`src/rtl/calc1_pkg.sv`:
```
// Shared encodings for the calc1 port: command codes, response codes and driver FSM states.
package calc1_pkg;

    localparam logic [3:0] CMD_ADD = 4'd1;
    localparam logic [3:0] CMD_SUB = 4'd2;
    localparam logic [3:0] CMD_SHL = 4'd5;
    localparam logic [3:0] CMD_SHR = 4'd6;

    localparam logic [1:0] RESP_NONE    = 2'd0;
    localparam logic [1:0] RESP_OK      = 2'd1;
    localparam logic [1:0] RESP_ERR     = 2'd2;
    localparam logic [1:0] RESP_TIMEOUT = 2'd3;

    localparam int unsigned TIMER_W = 8;

    typedef enum logic [2:0] {
        StIdle,
        StSendOp1,
        StSendOp2,
        StWaitResp,
        StHoldRsp
    } state_e;

endpackage

```
`src/rtl/calc1_wait_timer.sv`:
```
// Response wait counter: clear has priority over enable; expired_o flags the last allowed cycle.
module calc1_wait_timer
    import calc1_pkg::*;
#(
    parameter int unsigned TIMEOUT = 63
) (
    input  logic clk_i,
    input  logic rst_i,
    input  logic clr_i,
    input  logic en_i,
    output logic expired_o
);

    localparam logic [TIMER_W-1:0] LastCount = TIMER_W'(TIMEOUT - 1);

    logic [TIMER_W-1:0] count_q, count_d;

    always_comb begin
        count_d = count_q;
        if (clr_i) begin
            count_d = '0;
        end else if (en_i) begin
            count_d = count_q + TIMER_W'(1);
        end
    end

    always_ff @(posedge clk_i) begin
        if (rst_i) begin
            count_q <= '0;
        end else begin
            count_q <= count_d;
        end
    end

    assign expired_o = (count_q == LastCount);

endmodule

```
`src/rtl/calc1_port_driver.sv`:
```
// Serialises a {cmd, op1, op2} request onto one calc1 port and returns {resp, data},
// with a bounded wait for the port's answer.
module calc1_port_driver
    import calc1_pkg::*;
#(
    parameter int unsigned DATA_W  = 32,
    parameter int unsigned CMD_W   = 4,
    parameter int unsigned RESP_W  = 2,
    parameter int unsigned TIMEOUT = 63
) (
    input  logic              c_clk,
    input  logic              reset,
    input  logic              req_valid,
    output logic              req_ready,
    input  logic [CMD_W-1:0]  req_cmd,
    input  logic [DATA_W-1:0] req_op1,
    input  logic [DATA_W-1:0] req_op2,
    output logic [CMD_W-1:0]  calc_cmd,
    output logic [DATA_W-1:0] calc_data,
    input  logic [RESP_W-1:0] calc_resp,
    input  logic [DATA_W-1:0] calc_out_data,
    output logic              rsp_valid,
    input  logic              rsp_ready,
    output logic [RESP_W-1:0] rsp_code,
    output logic [DATA_W-1:0] rsp_data,
    output logic              busy,
    output logic              spurious_resp
);

    state_e state_q, state_d;

    logic [DATA_W-1:0] op2_q, op2_d;
    logic              req_ready_q, req_ready_d;
    logic [CMD_W-1:0]  calc_cmd_q, calc_cmd_d;
    logic [DATA_W-1:0] calc_data_q, calc_data_d;
    logic              rsp_valid_q, rsp_valid_d;
    logic [RESP_W-1:0] rsp_code_q, rsp_code_d;
    logic [DATA_W-1:0] rsp_data_q, rsp_data_d;
    logic              busy_q, busy_d;
    logic              spurious_q, spurious_d;

    logic accept;
    logic resp_seen;
    logic tmr_expired;

    assign accept    = (state_q == StIdle) && req_valid && req_ready_q;
    assign resp_seen = (calc_resp != '0);

    calc1_wait_timer #(
        .TIMEOUT (TIMEOUT)
    ) u_wait_timer (
        .clk_i     (c_clk),
        .rst_i     (reset),
        .clr_i     (state_q == StSendOp2),
        .en_i      (state_q == StWaitResp),
        .expired_o (tmr_expired)
    );

    // State register plus the latched second operand
    always_ff @(posedge c_clk) begin
        if (reset) begin
            state_q <= StIdle;
            op2_q   <= '0;
        end else begin
            state_q <= state_d;
            op2_q   <= op2_d;
        end
    end

    always_comb begin
        state_d = state_q;
        case (state_q)
            StIdle:     if (accept) state_d = StSendOp1;
            StSendOp1:  state_d = StSendOp2;
            StSendOp2:  state_d = StWaitResp;
            StWaitResp: if (resp_seen || tmr_expired) state_d = StHoldRsp;
            StHoldRsp:  if (rsp_ready) state_d = StIdle;
            default:    state_d = StIdle;
        endcase
    end

    // calc_cmd_q/calc_data_q double as the latched command and first operand.
    always_comb begin
        op2_d       = op2_q;
        req_ready_d = (state_d == StIdle);
        busy_d      = (state_d != StIdle);
        calc_cmd_d  = '0;
        calc_data_d = '0;
        rsp_valid_d = rsp_valid_q;
        rsp_code_d  = rsp_code_q;
        rsp_data_d  = rsp_data_q;
        spurious_d  = spurious_q | (resp_seen && (state_q != StWaitResp));
        case (state_q)
            StIdle: begin
                if (accept) begin
                    calc_cmd_d  = req_cmd;
                    calc_data_d = req_op1;
                    op2_d       = req_op2;
                end
            end
            StSendOp1: calc_data_d = op2_q;
            StWaitResp: begin
                // A real response beats a timeout landing on the same cycle
                if (resp_seen) begin
                    rsp_valid_d = 1'b1;
                    rsp_code_d  = calc_resp;
                    rsp_data_d  = calc_out_data;
                end else if (tmr_expired) begin
                    rsp_valid_d = 1'b1;
                    rsp_code_d  = RESP_W'(RESP_TIMEOUT);
                    rsp_data_d  = '0;
                end
            end
            StHoldRsp: if (rsp_ready) rsp_valid_d = 1'b0;
            default: ;
        endcase
    end

    always_ff @(posedge c_clk) begin
        if (reset) begin
            req_ready_q <= 1'b0;
            calc_cmd_q  <= '0;
            calc_data_q <= '0;
            rsp_valid_q <= 1'b0;
            rsp_code_q  <= '0;
            rsp_data_q  <= '0;
            busy_q      <= 1'b0;
            spurious_q  <= 1'b0;
        end else begin
            req_ready_q <= req_ready_d;
            calc_cmd_q  <= calc_cmd_d;
            calc_data_q <= calc_data_d;
            rsp_valid_q <= rsp_valid_d;
            rsp_code_q  <= rsp_code_d;
            rsp_data_q  <= rsp_data_d;
            busy_q      <= busy_d;
            spurious_q  <= spurious_d;
        end
    end

    assign req_ready     = req_ready_q;
    assign calc_cmd      = calc_cmd_q;
    assign calc_data     = calc_data_q;
    assign rsp_valid     = rsp_valid_q;
    assign rsp_code      = rsp_code_q;
    assign rsp_data      = rsp_data_q;
    assign busy          = busy_q;
    assign spurious_resp = spurious_q;

endmodule
```
`config.mk`:
```
export PLATFORM = sky130hd
export DESIGN_NAME = calc1_port_driver
export DESIGN_NICKNAME = d
export VERILOG_FILES = /design/src/rtl/calc1_pkg.sv /design/src/rtl/calc1_wait_timer.sv /design/src/rtl/calc1_port_driver.sv
export SDC_FILE = /design/constraint.sdc
export NUM_CORES = 1
export LEC_CHECK = 0
export CORE_MARGIN = 2
export CORE_UTILIZATION = 41
export CTS_CLUSTER_DIAMETER = 50
export DETAILED_ROUTE_END_ITERATION = 10
export PLACE_DENSITY = 0.79
export SYNTH_ARGS = -nofsm -noshare
export SYNTH_HDL_FRONTEND = slang
export SYNTH_SLANG_ARGS = --single-unit
```
`constraint.sdc`:
```
create_clock -name c_clk -period 2 [get_ports c_clk]
set_clock_uncertainty 0.15 [all_clocks]
set_input_delay 0.4 -clock c_clk [delete_from_list [all_inputs] [get_ports c_clk]]
set_output_delay 0.4 -clock c_clk [all_outputs]
set_load 0.05 [all_outputs]
```
After elaboration in Yosys (flattened, before gate mapping)

Cells that the tools add are included.

Input port bits: 106
Register bits after elaboration: 117

Bitwise logic cells: 3
Eq/ne operators: 8
Add/sub/neg operators: 1
Reduce and logical (&&, ||, !) cells: 15
Muxes and demuxes: 14

Operators by type and width:

| cell                  | count |
|---|---|
| $mux W32              | 3 |
| $pmux W32 S2          | 1 |
| $pmux W3 S5           | 1 |
| $mux W3               | 3 |
| $add A8 B1 Y8 const B | 1 |
| $eq A8 B6 Y1 const B  | 1 |
| $eq A3 B2 Y1 const B  | 2 |
| $logic_not A3 Y1      | 2 |
| $reduce_bool A2 Y1    | 3 |
| $mux W2               | 2 |
| $reduce_and A2 Y1     | 2 |
| $eq A3 B1 Y1 const B  | 1 |
| $eq A3 B3 Y1 const B  | 1 |
| $logic_and A1 B1 Y1   | 3 |
| $mux W1               | 3 |
| $ne A3 B2 Y1 const B  | 1 |
| $ne A3 B3 Y1 const B  | 1 |
| $reduce_and A3 Y1     | 1 |
| $reduce_bool A3 Y1    | 1 |
| $reduce_or A3 Y1      | 1 |
| $ne A2 B2 Y1 const B  | 1 |
| $not A1 Y1            | 2 |
| $pmux W1 S2           | 1 |
| $reduce_or A2 Y1      | 1 |
| 2 further kinds       | 2 |

Longest topological paths before layout

Gate-level depths: netlist of the first run.

Depth after elaboration: 6
Depth in mapped cells: 7

Hierarchy

Synthesis of the first run repeated with hierarchy kept, for this count alone.

Cells, all modules: 378
Area total of the unflattened synthesis: 4,262.8 um^2

By module, submodules not included:

| module            | cells each | instances | sequential area each (um^2) | area each (um^2) |
|---|---|---|---|---|
| calc1_port_driver | 338        | 1         | 2,182.1                     | 3,898.7 |
| calc1_wait_timer  | 40         | 1         | 160.2                       | 364.1 |

Worst setup path after synthesis of the first run

OpenSTA, ideal clock, no wires.

Path type: register -> register
Start: register req_ready_q (netlist: req_ready)
End: register op2_q[2]
Cell stages (with the launch flop): 7
Setup slack: 0.018 ns
Data arrival time: 1.700 ns
Period minus slack after synthesis: 1.982 ns
Cell sequence: dfxtp_1 nand2_1 or4_1 clkbuf_1 clkbuf_1 nand2_1 a21oi_1

Cells in the longest elaborated chain, start to end: 2

RTL lines:

| item                        | RTL line                 | source |
|---|---|---|
| start, declared             | calc1_port_driver.sv:33  | `logic req_ready_q, req_ready_d;` |
| start signal, assigned      | calc1_port_driver.sv:130 | `req_ready_q <= req_ready_d;` |
| $logic_and A1 B1 Y1         | calc1_port_driver.sv:46  | `assign accept = (state_q == StIdle) && req_valid && req_ready_q;` |
| $reduce_and A2 Y1 (no line) | n/a                      |  |
| end signal, assigned        | calc1_port_driver.sv:66  | `op2_q <= op2_d;` |
| end, declared               | calc1_port_driver.sv:32  | `logic [DATA_W-1:0] op2_q, op2_d;` |

Every way passes these cells.
A chain may end at the register's enable or synchronous reset.

Worst setup path in the final report of the first run

Start: register calc_data_q[13] (netlist: calc_data[13])
End: output port calc_data[13]

RTL lines:

| item                   | RTL line                 | source |
|---|---|---|
| start, declared        | calc1_port_driver.sv:35  | `logic [DATA_W-1:0] calc_data_q, calc_data_d;` |
| start signal, assigned | calc1_port_driver.sv:132 | `calc_data_q <= calc_data_d;` |
| end, declared          | calc1_port_driver.sv:19  | `output logic [DATA_W-1:0] calc_data,` |

No word-level cell between the ends.

==> metrics, run 1 <==
beginning of the critical path=calc_data[13]$_SDFF_PP0_; max cap viols=0; final hold violation count=0; Worst EP required=1.45 ns; Synth cell types=36; FFs w/ async S/R, synth=0%; diodes inserted=0; routed via count=3,736; Reg power frac=40.1%; Slew HR=58.26%; most frequent cells in the layout=dfxtp_1, clkdlybuf4s50_1, buf_4; I/O pin total=180; mux cell area share after synthesis=0%; Initial DRC Count=130; CTS Buffer Depth=2; critical path endpoint category=primary output; mapped cell area=4038 um^2; Syn Nets=522; RR Startpoint=u_wait_timer.count_q[0]$_SDFFE_PP0P_; initial core utilization=41.69%; antenna-violating nets left=0; remaining global-route overflow=0; compound-gate portion of the synthesized area=20.20%; leakage=2.636 nW; # DRC=0; FF/Latch Area=2342 um^2; Comb pwr share=13.5%; htree depth=4; fin nets=710; pin count of the biggest net entering global routing=39; Crit path buffers/inverters=1; row count=36; first-pass GRT wire length=16,790 um; CP top delay family=buffers and inverters; Pre-antenna DRT Iters=5; Max VDD drop=0.4588 mV; worst hold margin=0.2715 ns; fraction of layout cells with a size suffix above 1=19.84%; worst min path class=in2reg; Internal Power=4.589 mW; clk sink count=117; RePlAce Congestion=0.8186; area taken by multi-input logic gates=1534 um^2; critical path cell sequence=dlygate4sd2_1; Die Ht=103.2 um; #FFs+latches synth=117; Skew-Pair Late Insertion Delay=0.49 ns; Die W=103.2 um; Num CTS Buffers=17; switching fraction of total power=25.81%; initial antenna violation count=0; post-synthesis adder-cell area fraction=0.6198%; fin. max-slew vios=0; post-synthesis average cell area=9.753 um^2; I/O Buffers=179; Main synth FF type=dfxtp_1; WS Path Type=reg2out; DIE AREA=10,660 um^2; vias per cell=4.995; core area=9684 um^2; CTS tree=yes; Clk pin slew, worst setup/hold paths=0.06 ns; hold path start=reset; Max Freq=529.5 MHz; # fillers=777; end-of-flow core utilization=66.73%; PwrDens=957.0 nW/um^2; Area Growth Syn to Fin=60.06%; Final Setup Violations=0; switching pwr=1.596 mW; CP Launch Type=flop; register area share after synthesis=58.01%; worst-margin pin slew=0.6227 ns; critical path's slowest cell=dlygate4sd2_1; cell count after synthesis=414; Root Buffer=clkbuf_8; Detail Placement HPWL=8080 um; DR WL/cell=14.85 um; Critical Path Fanout Max=1; fin crit period=1.889 ns; Ys Warns=0; Clock power frac=46.4%; outcome=finished, final reports clean; Simple-Gate Fraction of Synth Area=15.62%; Final Power=6.185 mW; worst path arrival time=1.34 ns; post-synthesis xor/xnor area fraction=1.302%; most common cell after layout, fill and taps aside=dfxtp_1; RSZ-0062 raised after global routing=false; placed insts=715; Post-Route WL=11,110 um; vias in the first global route=3,628; main combinational cell family by area after synthesis=compound AO/OA/AOI/OAI gates; number of flops mapped to enable cells by yosys=0; CP max stage delay=0.53 ns; GRT Total Usage=20.37%; Non-Filler Instances=748; crit share post-route=94.43%
[kinds of logic after synthesis]
| family | after synthesis |
|---|---|
| AOI/OAI and AO/OA | 111 |
| xor gates and xnor gates | 6 |
| adders and majority gates | 2 |
| buffers and inverters | 35 |
| DFF | 117 |
| and+or+nand+nor | 143 |
[layer usage]
metal | vias to the layer above | routed length (um) | part of all wire (%) | global-route usage (%)
li1 | 1822 | - | - | -
met1 | 1755 | 4494 | 40 | 23.00
met2 | 149 | 5461 | 49 | 35.36
met3 | 10 | 995 | 9.0 | 6.384
met4 | 0 | 155 | 1.4 | 9.008
met5 | - | 0 | 0 | 0
[synth_stat cells (2+ instances only)]
cell        n  area [um^2]
dfxtp_1   117         2342
xnor2_1     3        26.28
nor3b_1     2        15.01
nand3_1     2        10.01
a21oi_1    38        190.2
nor4_1      2        12.51
inv_1       3        11.26
buf_2      14        70.07
ha_1        2        25.02
nand4_1     2        12.51
a311oi_1    2        17.52
buf_6       3        33.78
nand2_1    70        262.8
a22o_2      2        20.02
or3_1       2        12.51
nand3b_1    2        15.01
a22oi_1    32        240.2
nor3_1      6        30.03
xor2_1      3        26.28
nor2_1     44        165.2
clkbuf_1   15        56.30
a22o_1     30        262.8
and2_1      5        31.28
[sequential cells by signal, summed over array words and instances (netlist names)]
name and cells:
calc_data 32, op2_q 32, rsp_data 32, u_wait_timer.count_q 8, calc_cmd 4, state_q 3, rsp_code 2, busy 1
req_ready 1, rsp_valid 1, spurious_resp 1
[power by group through the flow]
stage          clock network (mW)  logic (mW)  registers (mW)
4_1_cts                      2.93       0.838            2.48
3_5_place_dp                    0       0.843            2.53
5_1_grt                      3.02       0.900            2.49
6_report                     2.87       0.833            2.48
3_3_place_gp                    0       0.832            2.53
2_1_floorplan                   0       0.293            2.68
[worst paths after layout]
check | endpoint | slack, ns | cells past startpoint
hold / removal | rsp_data[18]$_SDFFE_PP0P_ | 0.27 | 3
hold reg to reg | op2_q[0]$_SDFFE_PP0P_ | 0.30 | 2
setup / recovery | calc_data[13] | 0.11 | 1
setup reg to reg | rsp_data[0]$_SDFFE_PP0P_ | 0.14 | 7
[layout make-up]
type / count / area share [%]
tap: 133 / 2.575
timing repair buffer: 201 / 28.44
clock buffer: 18 / 6.467
inverter: 3 / 0.1742
multi-input combinational: 262 / 23.74
clock inverter: 14 / 2.362
sequential: 117 / 36.24
[metrics by stage]
| step | area (um^2) | TNS [ns] | worst slack (ns) |
|---|---|---|---|
| 3_5_place_dp | 5906 | -8.624 | -0.1414 |
| 3_3_place_gp | 5906 | -6.791 | -0.1306 |
| 2_1_floorplan | 4038 | 0 | 0.01759 |
| 5_1_grt | 6462 | 0 | 0.05508 |
| 4_1_cts | 6455 | 0 | 0.02996 |
| 6_report | 6462 | 0 | 0.1114 |
[repair_timing]
item | 4_1_cts | 5_1_grt
endpoints found under the setup margin | 18 | 32
pin swaps | 1 | 1
gates cloned | 0 | 0
hold buffers | 0 | 0
gates resized for setup | 17 | 0
buffers inserted | 0 | 1
endpoints found under the hold margin | 0 | 0
Note: power is estimated with default switching activity, not from simulation.
==> inputs of run 2 (changes only) <==
--- a/config.mk
+++ b/config.mk
@@ -6,10 +6,10 @@
 export NUM_CORES = 1
 export LEC_CHECK = 0
 export CORE_MARGIN = 2
-export CORE_UTILIZATION = 41
+export CORE_UTILIZATION = 45
 export CTS_CLUSTER_DIAMETER = 50
 export DETAILED_ROUTE_END_ITERATION = 10
-export PLACE_DENSITY = 0.79
+export PLACE_DENSITY = 0.85
 export SYNTH_ARGS = -nofsm -noshare
 export SYNTH_HDL_FRONTEND = slang
 export SYNTH_SLANG_ARGS = --single-unit
==> constraint.sdc (replaced) <==
create_clock -name c_clk -period 2.2 [get_ports c_clk]
set_clock_uncertainty 0.15 [all_clocks]
set_input_delay 0.44 -clock c_clk [delete_from_list [all_inputs] [get_ports c_clk]]
set_output_delay 0.44 -clock c_clk [all_outputs]
set_load 0.05 [all_outputs]
==> metrics, run 2 (synthesized netlist as in run 1, its figures left out) <==
outcome=finished, final reports clean (unchanged); initial antenna violation count=0 (unchanged); htree depth=4 (unchanged); critical path's slowest cell=o41ai_4 (was dlygate4sd2_1); CP max stage delay=0.54 ns (was 0.53 ns); Max VDD drop=0.5004 mV (was 0.4588 mV); Final Power=5.794 mW (was 6.185 mW); Area Growth Syn to Fin=59.81% (was 60.06%); worst min path class=in2reg (unchanged); end-of-flow core utilization=73.99% (was 66.73%); max cap viols=0 (unchanged); area taken by multi-input logic gates=1534 um^2 (unchanged); row count=34 (was 36); RSZ-0062 raised after global routing=false (unchanged); # fillers=660 (was 777); core area=8721 um^2 (was 9684 um^2); CTS Buffer Depth=2 (unchanged); # DRC=0 (unchanged); most common cell after layout, fill and taps aside=dfxtp_1 (unchanged); Max Freq=488.8 MHz; final hold violation count=0 (unchanged); fin crit period=2.046 ns; dpl ws=0.07870 ns (was -0.1414 ns); Root Buffer=clkbuf_8 (unchanged); fraction of layout cells with a size suffix above 1=8.940% (was 19.84%); worst path arrival time=2.29 ns (was 1.34 ns); critical path endpoint category=flop (was primary output); remaining global-route overflow=0 (unchanged); Skew-Pair Late Insertion Delay=0.50 ns (was 0.49 ns); Critical Path Fanout Max=32 (was 1); I/O Buffers=179 (unchanged); PwrDens=898.0 nW/um^2 (was 957.0 nW/um^2); RePlAce Congestion=0.7969 (was 0.8186); Clk pin slew, worst setup/hold paths=0.06 ns (about the same); final worst setup slack=0.1543 ns (was 0.1114 ns); CP Launch Type=flop (unchanged); met2 GRT Util=41.81% (was 35.36%); most frequent cells in the layout=dfxtp_1, clkdlybuf4s50_1, dlygate4sd2_1 (was dfxtp_1, clkdlybuf4s50_1, buf_4); Num CTS Buffers=17 (unchanged); Slew HR=62.30% (was 58.26%); crit share post-route=92.99%; fin nets=699 (was 710); antenna-violating nets left=0 (unchanged); Detail Placement HPWL=8020 um (was 8080 um); pin count of the biggest net entering global routing=65 (was 39); vias per cell=5.212 (was 4.995); postcts setup bufs=0 (unchanged); vias in the first global route=3,762 (was 3,628); Worst EP required=2.44 ns (was 1.45 ns); fin. max-slew vios=0 (unchanged); Initial DRC Count=166 (was 130); DIE AREA=9747 um^2 (was 10,660 um^2); DR WL/cell=16.31 um (was 14.85 um); Die Ht=98.73 um (was 103.2 um); clk sink count=117 (unchanged); I/O pin total=180 (unchanged); Pre-antenna DRT Iters=5 (unchanged); CTS tree=yes (unchanged); FF/Latch Area=2342 um^2 (unchanged); leakage=2.748 nW (was 2.636 nW); GRT busiest layer=met2 (unchanged); critical path cell sequence=ha_1 -> inv_1 -> o41ai_4 -> a21oi_4 -> buf_12 -> a22o_2 (was dlygate4sd2_1); WS Path Type=reg2reg (was reg2out); Post-Route WL=11,610 um (was 11,110 um); GR Util met1=27.56% (was 23.00%); worst-margin pin slew=0.5678 ns (was 0.6227 ns); Resized Gates After CTS=72 (was 17); Final Setup Violations=0 (unchanged); initial core utilization=46.30% (was 41.69%); routed via count=3,711 (was 3,736); met3 Use GR=9.645% (was 6.384%); GRT Total Usage=23.99% (was 20.37%); first-pass GRT wire length=18,530 um (was 16,790 um); Die W=98.73 um (was 103.2 um); hold_buf cts=0 (unchanged); diodes inserted=0 (unchanged); Fin Setup TNS=0 ns (unchanged)
[run 2: changes by cell type in the layout (fill, tap and decap cells not counted), sizes merged]
cell	change
bufinv	+2
clkinv	+1
clkinvlp	-2
dlygate4sd2	+55
inv	-3
clkbuf	+2
buf	-66
[run 2: stage by stage]
stage | cell area, um^2 | hold WS [ns] | cells
2_1_floorplan | 4038 | 0.2868 | 414
3_3_place_gp | 5937 | 0.2919 | 680
3_5_place_dp | 5937 | 0.2967 | 680
4_1_cts | 6452 | 0.09572 | 712
5_1_grt | 6452 | 0.1124 | 712
6_report | 6452 | 0.1133 | 712
[run 2: area by class of cell]
type                    count  share of cell area (%)
multi-input cells         262                   23.77
clock buffers              20                   6.593
well taps                 108                   2.094
clock inverters            12                   2.792
flip-flops and latches    117                   36.30
repair buffers            190                   28.27
inverters                   3                  0.1745
[run 2: worst max-delay path, delay by kind of cell (launching register included)]
kind,cells,cell delay [ns]
compound gates,3,0.92
buf+inv,2,0.26
flops,1,0.41
fa+ha+maj,1,0.18
[run 2: final timing paths]
check                                                           from                         to  slack [ns]  cells after the start
worst max register to register  u_wait_timer.count_q[1]$_SDFFE_PP0P_  rsp_data[31]$_SDFFE_PP0P_        0.15                      6
worst max-delay path            u_wait_timer.count_q[1]$_SDFFE_PP0P_  rsp_data[31]$_SDFFE_PP0P_        0.15                      6
worst min-delay path                                           reset   spurious_resp$_SDFF_PP0_        0.11                      2
worst min register to register                 op2_q[5]$_SDFFE_PP0P_      op2_q[5]$_SDFFE_PP0P_        0.30                      2
[run 2: power by group]
| group | internal, mW | switching, mW |
|---|---|---|
| logic | 0.318 | 0.415 |
| registers | 2.21 | 0.0499 |
| clock network | 1.84 | 0.961 |
[run 2: routing by layer]
layer,wire length (um),vias to the layer above
met2,5894,148
met1,4693,1758
li1,-,1799
met3,946,6
met4,77,0
met5,0,-
==> inputs of run 3 (changes only) <==
--- a/config.mk
+++ b/config.mk
@@ -9,6 +9,7 @@
 export CORE_UTILIZATION = 45
 export CTS_CLUSTER_DIAMETER = 50
 export DETAILED_ROUTE_END_ITERATION = 10
+export GPL_ROUTABILITY_DRIVEN = 0
 export PLACE_DENSITY = 0.85
 export SYNTH_ARGS = -nofsm -noshare
 export SYNTH_HDL_FRONTEND = slang
==> results of run 3 <==
Same layout as run 2: the final DEF is identical, and so are final timing and power.
